`src/rtl/dcache_line_mover_if.sv`:
```
// Bus bundle between the line mover, the dcache data RAM and the memory side.
// master = line mover; slave = RAM / memory models. Names are from the mover's view.
interface dcache_line_mover_if #(
   parameter int line_amount = 64,
   parameter int line_size   = 16,
   parameter int data_width  = 32
);
   localparam int LW = $clog2(line_amount);
   localparam int WW = $clog2(line_size);
   localparam int SW = data_width / 8;

   logic                  ram_req_o;
   logic                  ram_wr_en_o;
   logic [LW-1:0]         ram_line_idx_o;
   logic [WW-1:0]         ram_word_idx_o;
   logic [data_width-1:0] ram_wdata_o;
   logic [SW-1:0]         ram_wstrb_o;
   logic [data_width-1:0] ram_rdata_i;
   logic                  fill_valid_i;
   logic                  fill_ready_o;
   logic [data_width-1:0] fill_data_i;
   logic                  wb_valid_o;
   logic                  wb_ready_i;
   logic [data_width-1:0] wb_data_o;
   logic                  wb_last_o;

   modport master (
      output ram_req_o, ram_wr_en_o, ram_line_idx_o, ram_word_idx_o,
      output ram_wdata_o, ram_wstrb_o, fill_ready_o,
      output wb_valid_o, wb_data_o, wb_last_o,
      input  ram_rdata_i, fill_valid_i, fill_data_i, wb_ready_i
   );

   modport slave (
      input  ram_req_o, ram_wr_en_o, ram_line_idx_o, ram_word_idx_o,
      input  ram_wdata_o, ram_wstrb_o, fill_ready_o,
      input  wb_valid_o, wb_data_o, wb_last_o,
      output ram_rdata_i, fill_valid_i, fill_data_i, wb_ready_i
   );
endinterface

```
`src/rtl/dcache_line_mover.sv`:
```
// Moves one dcache line: refill (memory -> data RAM) or writeback (data RAM -> memory).
// Ports: clk_i, rst_ni (sync, active-low), start_i/op_i/line_i request, busy_o/done_o status, bus = RAM/fill/wb bundle.
module dcache_line_mover #(
   parameter int line_amount = 64,
   parameter int line_size   = 16,
   parameter int data_width  = 32
) (
   input  logic                           clk_i,
   input  logic                           rst_ni,
   input  logic                           start_i,
   input  logic                           op_i,
   input  logic [$clog2(line_amount)-1:0] line_i,
   output logic                           busy_o,
   output logic                           done_o,
   dcache_line_mover_if.master            bus
);
   localparam int LW = $clog2(line_amount);
   localparam int WW = $clog2(line_size);
   localparam int DW = data_width;
   localparam logic [WW:0]   RD_END = (WW+1)'(line_size);
   localparam logic [WW-1:0] LAST_W = WW'(line_size - 1);

   typedef enum logic [1:0] {S_IDLE, S_REFILL, S_WB, S_DONE} state_e;

   state_e              state_q, state_d;
   logic [LW-1:0]       line_q, line_d;
   logic [WW:0]         cnt_q, cnt_d;
   logic [WW-1:0]       sent_q, sent_d;
   logic                inflight_q, inflight_d;
   logic [1:0][DW-1:0]  fifo_q, fifo_d;
   logic [1:0]          fcnt_q, fcnt_d;
   logic                rd_ptr_q, rd_ptr_d;
   logic                wr_ptr_q, wr_ptr_d;

   logic          wb_valid;
   logic          pop;
   logic          pop_stored;
   logic          push;
   logic          req;
   logic [DW-1:0] head;

   always_ff @(posedge clk_i) begin
      if (!rst_ni) begin
         state_q    <= S_IDLE;
         line_q     <= '0;
         cnt_q      <= '0;
         sent_q     <= '0;
         inflight_q <= 1'b0;
         fifo_q     <= '0;
         fcnt_q     <= '0;
         rd_ptr_q   <= 1'b0;
         wr_ptr_q   <= 1'b0;
      end else begin
         state_q    <= state_d;
         line_q     <= line_d;
         cnt_q      <= cnt_d;
         sent_q     <= sent_d;
         inflight_q <= inflight_d;
         fifo_q     <= fifo_d;
         fcnt_q     <= fcnt_d;
         rd_ptr_q   <= rd_ptr_d;
         wr_ptr_q   <= wr_ptr_d;
      end
   end

   always_comb begin
      state_d    = state_q;
      line_d     = line_q;
      cnt_d      = cnt_q;
      sent_d     = sent_q;
      inflight_d = 1'b0;
      fifo_d     = fifo_q;
      fcnt_d     = fcnt_q;
      rd_ptr_d   = rd_ptr_q;
      wr_ptr_d   = wr_ptr_q;
      wb_valid   = 1'b0;
      pop        = 1'b0;
      pop_stored = 1'b0;
      push       = 1'b0;
      req        = 1'b0;
      head       = '0;
      busy_o     = 1'b0;
      done_o     = 1'b0;
      bus.ram_req_o      = 1'b0;
      bus.ram_wr_en_o    = 1'b0;
      bus.ram_line_idx_o = line_q;
      bus.ram_word_idx_o = '0;
      bus.ram_wdata_o    = '0;
      bus.ram_wstrb_o    = '0;
      bus.fill_ready_o   = 1'b0;
      bus.wb_valid_o     = 1'b0;
      bus.wb_data_o      = '0;
      bus.wb_last_o      = 1'b0;

      unique case (state_q)
         S_IDLE: begin
            if (start_i) begin
               line_d  = line_i;
               cnt_d   = '0;
               sent_d  = '0;
               state_d = op_i ? S_WB : S_REFILL;
            end
         end
         S_REFILL: begin
            busy_o             = 1'b1;
            bus.fill_ready_o   = 1'b1;
            bus.ram_word_idx_o = cnt_q[WW-1:0];
            bus.ram_wdata_o    = bus.fill_data_i;
            if (bus.fill_valid_i) begin
               bus.ram_wr_en_o = 1'b1;
               bus.ram_wstrb_o = '1;
               cnt_d           = cnt_q + (WW+1)'(1);
               if (cnt_q[WW-1:0] == LAST_W) state_d = S_DONE;
            end
         end
         S_WB: begin
            busy_o = 1'b1;
            // The word returning from the RAM this cycle is visible at the
            // head when the FIFO is empty, so a pipelined read sustains one
            // beat per cycle with only two buffered words in total.
            wb_valid   = (fcnt_q != 2'd0) | inflight_q;
            head       = (fcnt_q != 2'd0) ? fifo_q[rd_ptr_q] : bus.ram_rdata_i;
            pop        = wb_valid & bus.wb_ready_i;
            pop_stored = pop & (fcnt_q != 2'd0);
            push       = inflight_q & ~(pop & (fcnt_q == 2'd0));
            req        = (cnt_q < RD_END) &&
                         ((fcnt_q + {1'b0, inflight_q}) < 2'd2);
            bus.wb_valid_o = wb_valid;
            bus.wb_data_o  = wb_valid ? head : '0;
            bus.wb_last_o  = wb_valid && (sent_q == LAST_W);
            if (push) begin
               fifo_d[wr_ptr_q] = bus.ram_rdata_i;
               wr_ptr_d         = ~wr_ptr_q;
            end
            if (pop_stored) rd_ptr_d = ~rd_ptr_q;
            fcnt_d = fcnt_q + {1'b0, push} - {1'b0, pop_stored};
            if (req) begin
               bus.ram_req_o      = 1'b1;
               bus.ram_word_idx_o = cnt_q[WW-1:0];
               cnt_d              = cnt_q + (WW+1)'(1);
               inflight_d         = 1'b1;
            end
            if (pop) begin
               sent_d = sent_q + WW'(1);
               if (sent_q == LAST_W) state_d = S_DONE;
            end
         end
         S_DONE: begin
            done_o  = 1'b1;
            state_d = S_IDLE;
         end
         default: state_d = S_IDLE;
      endcase
   end
endmodule
```
`src/flat_wrapper.sv`:
```
// flat-port wrapper written by rule: the top's interface ports become plain ports
module dcache_line_mover_flat 
#(
   parameter int line_amount = 64,
   parameter int line_size   = 16,
   parameter int data_width  = 32
)
  (clk_i, rst_ni, start_i, op_i, line_i, busy_o, done_o, bus_ram_req_o, bus_ram_wr_en_o, bus_ram_line_idx_o, bus_ram_word_idx_o, bus_ram_wdata_o, bus_ram_wstrb_o, bus_fill_ready_o, bus_wb_valid_o, bus_wb_data_o, bus_wb_last_o, bus_ram_rdata_i, bus_fill_valid_i, bus_fill_data_i, bus_wb_ready_i);
  dcache_line_mover_if #(.line_amount(line_amount), .line_size(line_size), .data_width(data_width)) bus_i ();
  input  logic clk_i;
  input  logic rst_ni;
  input  logic start_i;
  input  logic op_i;
  input  logic [$clog2(line_amount)-1:0] line_i;
  output logic busy_o;
  output logic done_o;
  output wire logic [$bits(bus_i.ram_req_o)-1:0] bus_ram_req_o;
  output wire logic [$bits(bus_i.ram_wr_en_o)-1:0] bus_ram_wr_en_o;
  output wire logic [$bits(bus_i.ram_line_idx_o)-1:0] bus_ram_line_idx_o;
  output wire logic [$bits(bus_i.ram_word_idx_o)-1:0] bus_ram_word_idx_o;
  output wire logic [$bits(bus_i.ram_wdata_o)-1:0] bus_ram_wdata_o;
  output wire logic [$bits(bus_i.ram_wstrb_o)-1:0] bus_ram_wstrb_o;
  output wire logic [$bits(bus_i.fill_ready_o)-1:0] bus_fill_ready_o;
  output wire logic [$bits(bus_i.wb_valid_o)-1:0] bus_wb_valid_o;
  output wire logic [$bits(bus_i.wb_data_o)-1:0] bus_wb_data_o;
  output wire logic [$bits(bus_i.wb_last_o)-1:0] bus_wb_last_o;
  input wire logic [$bits(bus_i.ram_rdata_i)-1:0] bus_ram_rdata_i;
  input wire logic [$bits(bus_i.fill_valid_i)-1:0] bus_fill_valid_i;
  input wire logic [$bits(bus_i.fill_data_i)-1:0] bus_fill_data_i;
  input wire logic [$bits(bus_i.wb_ready_i)-1:0] bus_wb_ready_i;
  assign bus_ram_req_o = bus_i.ram_req_o;
  assign bus_ram_wr_en_o = bus_i.ram_wr_en_o;
  assign bus_ram_line_idx_o = bus_i.ram_line_idx_o;
  assign bus_ram_word_idx_o = bus_i.ram_word_idx_o;
  assign bus_ram_wdata_o = bus_i.ram_wdata_o;
  assign bus_ram_wstrb_o = bus_i.ram_wstrb_o;
  assign bus_fill_ready_o = bus_i.fill_ready_o;
  assign bus_wb_valid_o = bus_i.wb_valid_o;
  assign bus_wb_data_o = bus_i.wb_data_o;
  assign bus_wb_last_o = bus_i.wb_last_o;
  assign bus_i.ram_rdata_i = bus_ram_rdata_i;
  assign bus_i.fill_valid_i = bus_fill_valid_i;
  assign bus_i.fill_data_i = bus_fill_data_i;
  assign bus_i.wb_ready_i = bus_wb_ready_i;
  dcache_line_mover #(.line_amount(line_amount), .line_size(line_size), .data_width(data_width)) u_core (.clk_i(clk_i), .rst_ni(rst_ni), .start_i(start_i), .op_i(op_i), .line_i(line_i), .busy_o(busy_o), .done_o(done_o), .bus(bus_i));
endmodule
```
`config.mk`:
```
export PLATFORM = sky130hd
export DESIGN_NAME = dcache_line_mover_flat
export DESIGN_NICKNAME = d
export VERILOG_FILES = /design/src/rtl/dcache_line_mover_if.sv /design/src/rtl/dcache_line_mover.sv /design/src/flat_wrapper.sv
export SDC_FILE = /design/constraint.sdc
export NUM_CORES = 1
export LEC_CHECK = 0
export ABC_AREA = 1
export ABC_CLOCK_PERIOD_IN_PS = 2000
export BUFFER_PORTS_ARGS = -buffer_cell sky130_fd_sc_hd__buf_4
export CAP_MARGIN = 40
export CORE_MARGIN = 1.5
export CORE_UTILIZATION = 51
export DETAILED_ROUTE_END_ITERATION = 12
export GPL_TIMING_DRIVEN = 1
export PLACE_DENSITY = 0.81
export SKIP_LAST_GASP = 1
export SYNTH_ARGS = -nofsm -noshare
export SYNTH_HDL_FRONTEND = slang
export SYNTH_SLANG_ARGS = --single-unit
```
`constraint.sdc`:
```
create_clock -name clk_i -period 2 [get_ports clk_i]
set_input_delay 0.4 -clock clk_i [delete_from_list [all_inputs] [get_ports clk_i]]
set_output_delay 0.4 -clock clk_i [all_outputs]
set_load 0.005 [all_outputs]
```
==> reports/summary.log <==
qor: routing.detailed_route_via_count 5115
qor: critical_path.worst_r2r_endpoint u_core.fifo_q[0]$_SDFFE_PN0P_
qor: timing.fin_worst_skew 0.00912 ns
qor: yosys.synthCells 683
qor: cts.clockRootBuffer sky130_fd_sc_hd__clkbuf_8
qor: critical_path.critical_path.endpoint_type primary output
qor: timing.grt_setup_unrepaired yes
qor: routing.detail_route.drc_violations 0
qor: cts.clock_buffer_count_from_cts 9
qor: cells_and_area.layout.filler_cells 651
qor: placed_design.portbufs 160
qor: routing.final_antenna_net_count 0
qor: critical_path.library_cell_contributing_the_largest_single_delay_on_the_critical_path sky130_fd_sc_hd__dfxtp_4
qor: critical_path.cell_chain_critical_path nor2_4 > nand2_2 > nand2_4 > inv_8 > buf_12 > buf_16 > o21ai_4 > a21oi_4 > buf_6
qor: cts.clk_transition_reported_paths 0.09 ns
qor: placed_design.final_weighted_congestion_in_routability_driven_placement 0.836
qor: placed_design.pre_cts_worst_setup_slack 0.153 ns
qor: yosys.largest_area_contributor_in_the_netlist sky130_fd_sc_hd__dfxtp_1
qor: cts.deepest_level_of_the_cts_h_tree 3
qor: routing.wl_per_cell 14.5 µm
qor: global_routing.grt_max_degree 47
qor: timing.maxSlewViolCount 0
qor: yosys.post_synth_instance_area 0.00476 mm²
qor: critical_path.reg2reg_slack 0.11 ns
qor: yosys.post_synth.cell_area_avg 6.97 µm²
qor: timing.finalWorstSetupSlack -0.0579 ns
qor: routing.first_pass_iters 5
qor: pwr.leakage 3.01 nW
qor: yosys.cell_variety_after_synth 34
qor: global_routing.wire_length_of_the_first_global_routing_pass 21.6 mm
qor: critical_path.cpPeakStageDelay 0.37 ns
qor: run_status.status complete, but fails checks
qor: timing.tightest_pin_transition 0.447 ns
qor: yosys.synth_flop_type sky130_fd_sc_hd__dfxtp_1
qor: yosys.synth_seq_area_share 36.1%
qor: critical_path.critical_path_required 1.60 ns
qor: placed_design.post-place-cells 925
qor: yosys.number_of_warnings_issued_by_yosys 0
qor: global_routing.grt-ovfl-total 0
qor: timing.achievable-frequency 0.486 GHz
qor: critical_path.worstPathMaxFanout 5
qor: timing.period_minus_slack 2.06 ns
qor: cells_and_area.synthToLayoutAreaGrowth 44.0%
qor: die.starting_density_of_the_core 52.0%
qor: yosys.syn_nets 768
qor: cts.cts_tree done
qor: routing.drt-total-wl 14.0 mm
qor: hold_path.worst_hold_path.endpoint u_core.bus.ram_line_idx_o[5]$_SDFFE_PN0P_
qor: yosys.cell_with_the_most_instances_after_synthesis sky130_fd_sc_hd__inv_1
qor: pwr.power.density 865 mW/mm²
qor: global_routing.vias_in_the_first_global_route 4650
qor: critical_path.worst-path-buf-inv 4
qor: die.floorplan.die_area 0.00993 mm²
qor: global_routing.number_of_antenna_violations_at_the_first_check_in_global_routing 0
qor: placed_design.dp_hpwl 8.56 mm
qor: cells_and_area.insertedDiodeCount 0
qor: yosys.synth-edff-count 0
qor: routing.vias_per_cell 5.33
qor: yosys.synth_area_leaders sky130_fd_sc_hd__dfxtp_1 (36%), sky130_fd_sc_hd__inv_1 (9.5%), sky130_fd_sc_hd__a21oi_1 (9.4%)
qor: pwr.worst_ir_drop_vdd 0.711 mV
qor: run_status.violations_in_the_final_reports setup timing
qor: critical_path.setup.worst_path.class reg -> out
qor: die.pin_count 161
qor: yosys.synth_top_cell_area_share 36.1%
qor: hold_path.hold_depth 3
qor: yosys.netlist_top_cells_count sky130_fd_sc_hd__inv_1 (120), sky130_fd_sc_hd__nand2_1 (94), sky130_fd_sc_hd__a21oi_1 (89), sky130_fd_sc_hd__dfxtp_1 (86), sky130_fd_sc_hd__o21ai_0 (68)
qor: pwr.power 5.94 mW
qor: global_routing.gr-usage-all-layers 26.8%
qor: yosys.asyncSetResetFlopFracSynth 0%
qor: cells_and_area.post_route_cells_drive_above_1_share 39.1%
qor: hold_path.holdCritPathClass in -> reg
qor: critical_path.path_delay_family buffers and inverters
qor: cells_and_area.finish.net_count 929
qor: critical_path.worst-r2r-cell-count 8
qor: cts.clk_latency 0.36 ns
qor: timing.timing.max_slew.rel_slack 69.9%
qor: die.chipWidth 99.6 µm
qor: cells_and_area.layout.cells.non_filler 960
qor: job.max_cap_viol_count 0
qor: cts.deepest_clock_path_buffer_count 2
qor: critical_path.startpoint_of_the_worst_slack_reg_to_reg_timing_path u_core.state_q[0]$_SDFFE_PN0P_
qor: critical_path.worstPathArrival 1.66 ns
qor: cts.cts_sinks 86
qor: die.design.core.area 0.00915 mm²
qor: critical_path.startpoint_type flop
qor: die.row_count 35
qor: hold_path.worstHoldStart line_i[5]
qor: timing.finalCritPeriodShare 103%
qor: timing.setup_violations 20
qor: timing.timing_hold_violations_final 0
qor: die.floorplan.die.height 99.6 µm
qor: routing.detail_route.iter0.violations 344
qor: yosys.number_of_synthesized_register_bits 86
==> power by group <==
group,switching [mW],leakage [nW],internal [mW]
combinational,1.48,2.21,1.24
clock,0.638,0.0955,0.612
sequential,0.119,0.699,1.85
==> worst min-delay path, stage by stage <==
cell                      delay [ns]
sky130_fd_sc_hd__buf_4          0.07
sky130_fd_sc_hd__o21ai_0        0.07
sky130_fd_sc_hd__nor2_1         0.07
==> logic make-up (layout without fill, tap and decap cells) <==
group | count (synthesis) | count (layout) | synth area share [%]
xor gates and xnor gates | 2 | 2 | 0.368
AOI/OAI and AO/OA | 252 | 252 | 29.3
adders and majority gates | 9 | 9 | 2.36
buffers and inverters | 172 | 338 | 16.1
DFF | 86 | 86 | 36.1
and+or+nand+nor | 162 | 162 | 15.7
==> metal layers <==
metal | global-route usage [%] | part of all wire, % | vias to the layer above
met5 | 0 | 0 | -
met1 | 34.1 | 41 | 2382
met2 | 45.1 | 51 | 181
li1 | - | - | 2525
met4 | 8.67 | 1.9 | 0
met3 | 5.97 | 6.0 | 27
==> stage by stage <==
stage	hold WS [ns]	utilization (%)	setup TNS (ns)	cell area, µm²
after detailed placement	0.432	66.0	0	6040
after floorplan	0.421	-	0	4760
after global routing	0.294	74.9	-2.38	6860
after CTS	0.279	71.7	-0.775	6570
after global placement	0.428	66.0	0	6040
final	0.288	74.9	-0.450	6860
==> layout by cell type, fill, tap and decap left out, drive strengths merged <==
cell type,synthesis,layout
a211oi,1,1
a21oi,111,111
and3,1,1
buf,31,196
bufinv,0,1
clkbuf,16,12
clkinv,0,2
clkinvlp,0,2
dfxtp,86,86
ha,9,9
inv,125,125
nand2,100,100
nand3,18,18
nand4,5,5
nor2,35,35
nor3,3,3
o21a,1,1
o21ai,138,138
o21bai,1,1
xnor2,1,1
xor2,1,1
==> area by class of cell <==
| class | count | area [µm²] | area share (%) |
|---|---|---|---|
| Multi-Input combinational cell | 425 | 2590 | 37.7 |
| Sequential cell | 86 | 1740 | 25.3 |
| Timing Repair Buffer | 197 | 1710 | 24.9 |
| Inverter | 125 | 484 | 7.06 |
| Clock buffer | 11 | 141 | 2.06 |
| Tap cell | 111 | 139 | 2.02 |
| Clock inverter | 5 | 58.8 | 0.857 |
==> flip-flops by register name, summed over array words and instances, names as in the netlist <==
register and count:
u_core.fcnt_q 2, u_core.fifo_q 64, u_core.bus.ram_line_idx_o 6, u_core.state_q 2, u_core.cnt_q 5, u_core.rd_ptr_q 1
u_core.inflight_q 1, u_core.sent_q 4, u_core.wr_ptr_q 1
==> worst max path at each step <==
stage / start / to / cells after the start
finish: u_core.fcnt_q[0]$_SDFFE_PN0P_ / bus_wb_data_o[24] / 9
global route: u_core.fcnt_q[0]$_SDFFE_PN0P_ / bus_wb_data_o[25] / 8
CTS: u_core.state_q[0]$_SDFFE_PN0P_ / bus_ram_word_idx_o[3] / 6
detailed placement: u_core.fcnt_q[0]$_SDFFE_PN0P_ / u_core.fcnt_q[1]$_SDFFE_PN0P_ / 11
global placement: u_core.fcnt_q[0]$_SDFFE_PN0P_ / u_core.fcnt_q[1]$_SDFFE_PN0P_ / 11
floorplan: u_core.state_q[1]$_SDFFE_PN0P_ / bus_ram_wstrb_o[0] / 7
==> what timing repair did <==
action / CTS / global route
pin swaps: 4 / 5
buffers inserted: 12 / 2
hold buffers: 0 / 0
resized for setup: 26 / 88
cloned: 6 / 1
setup endpoints to repair: 52 / 69
Power figures use the tool's default switching activity.
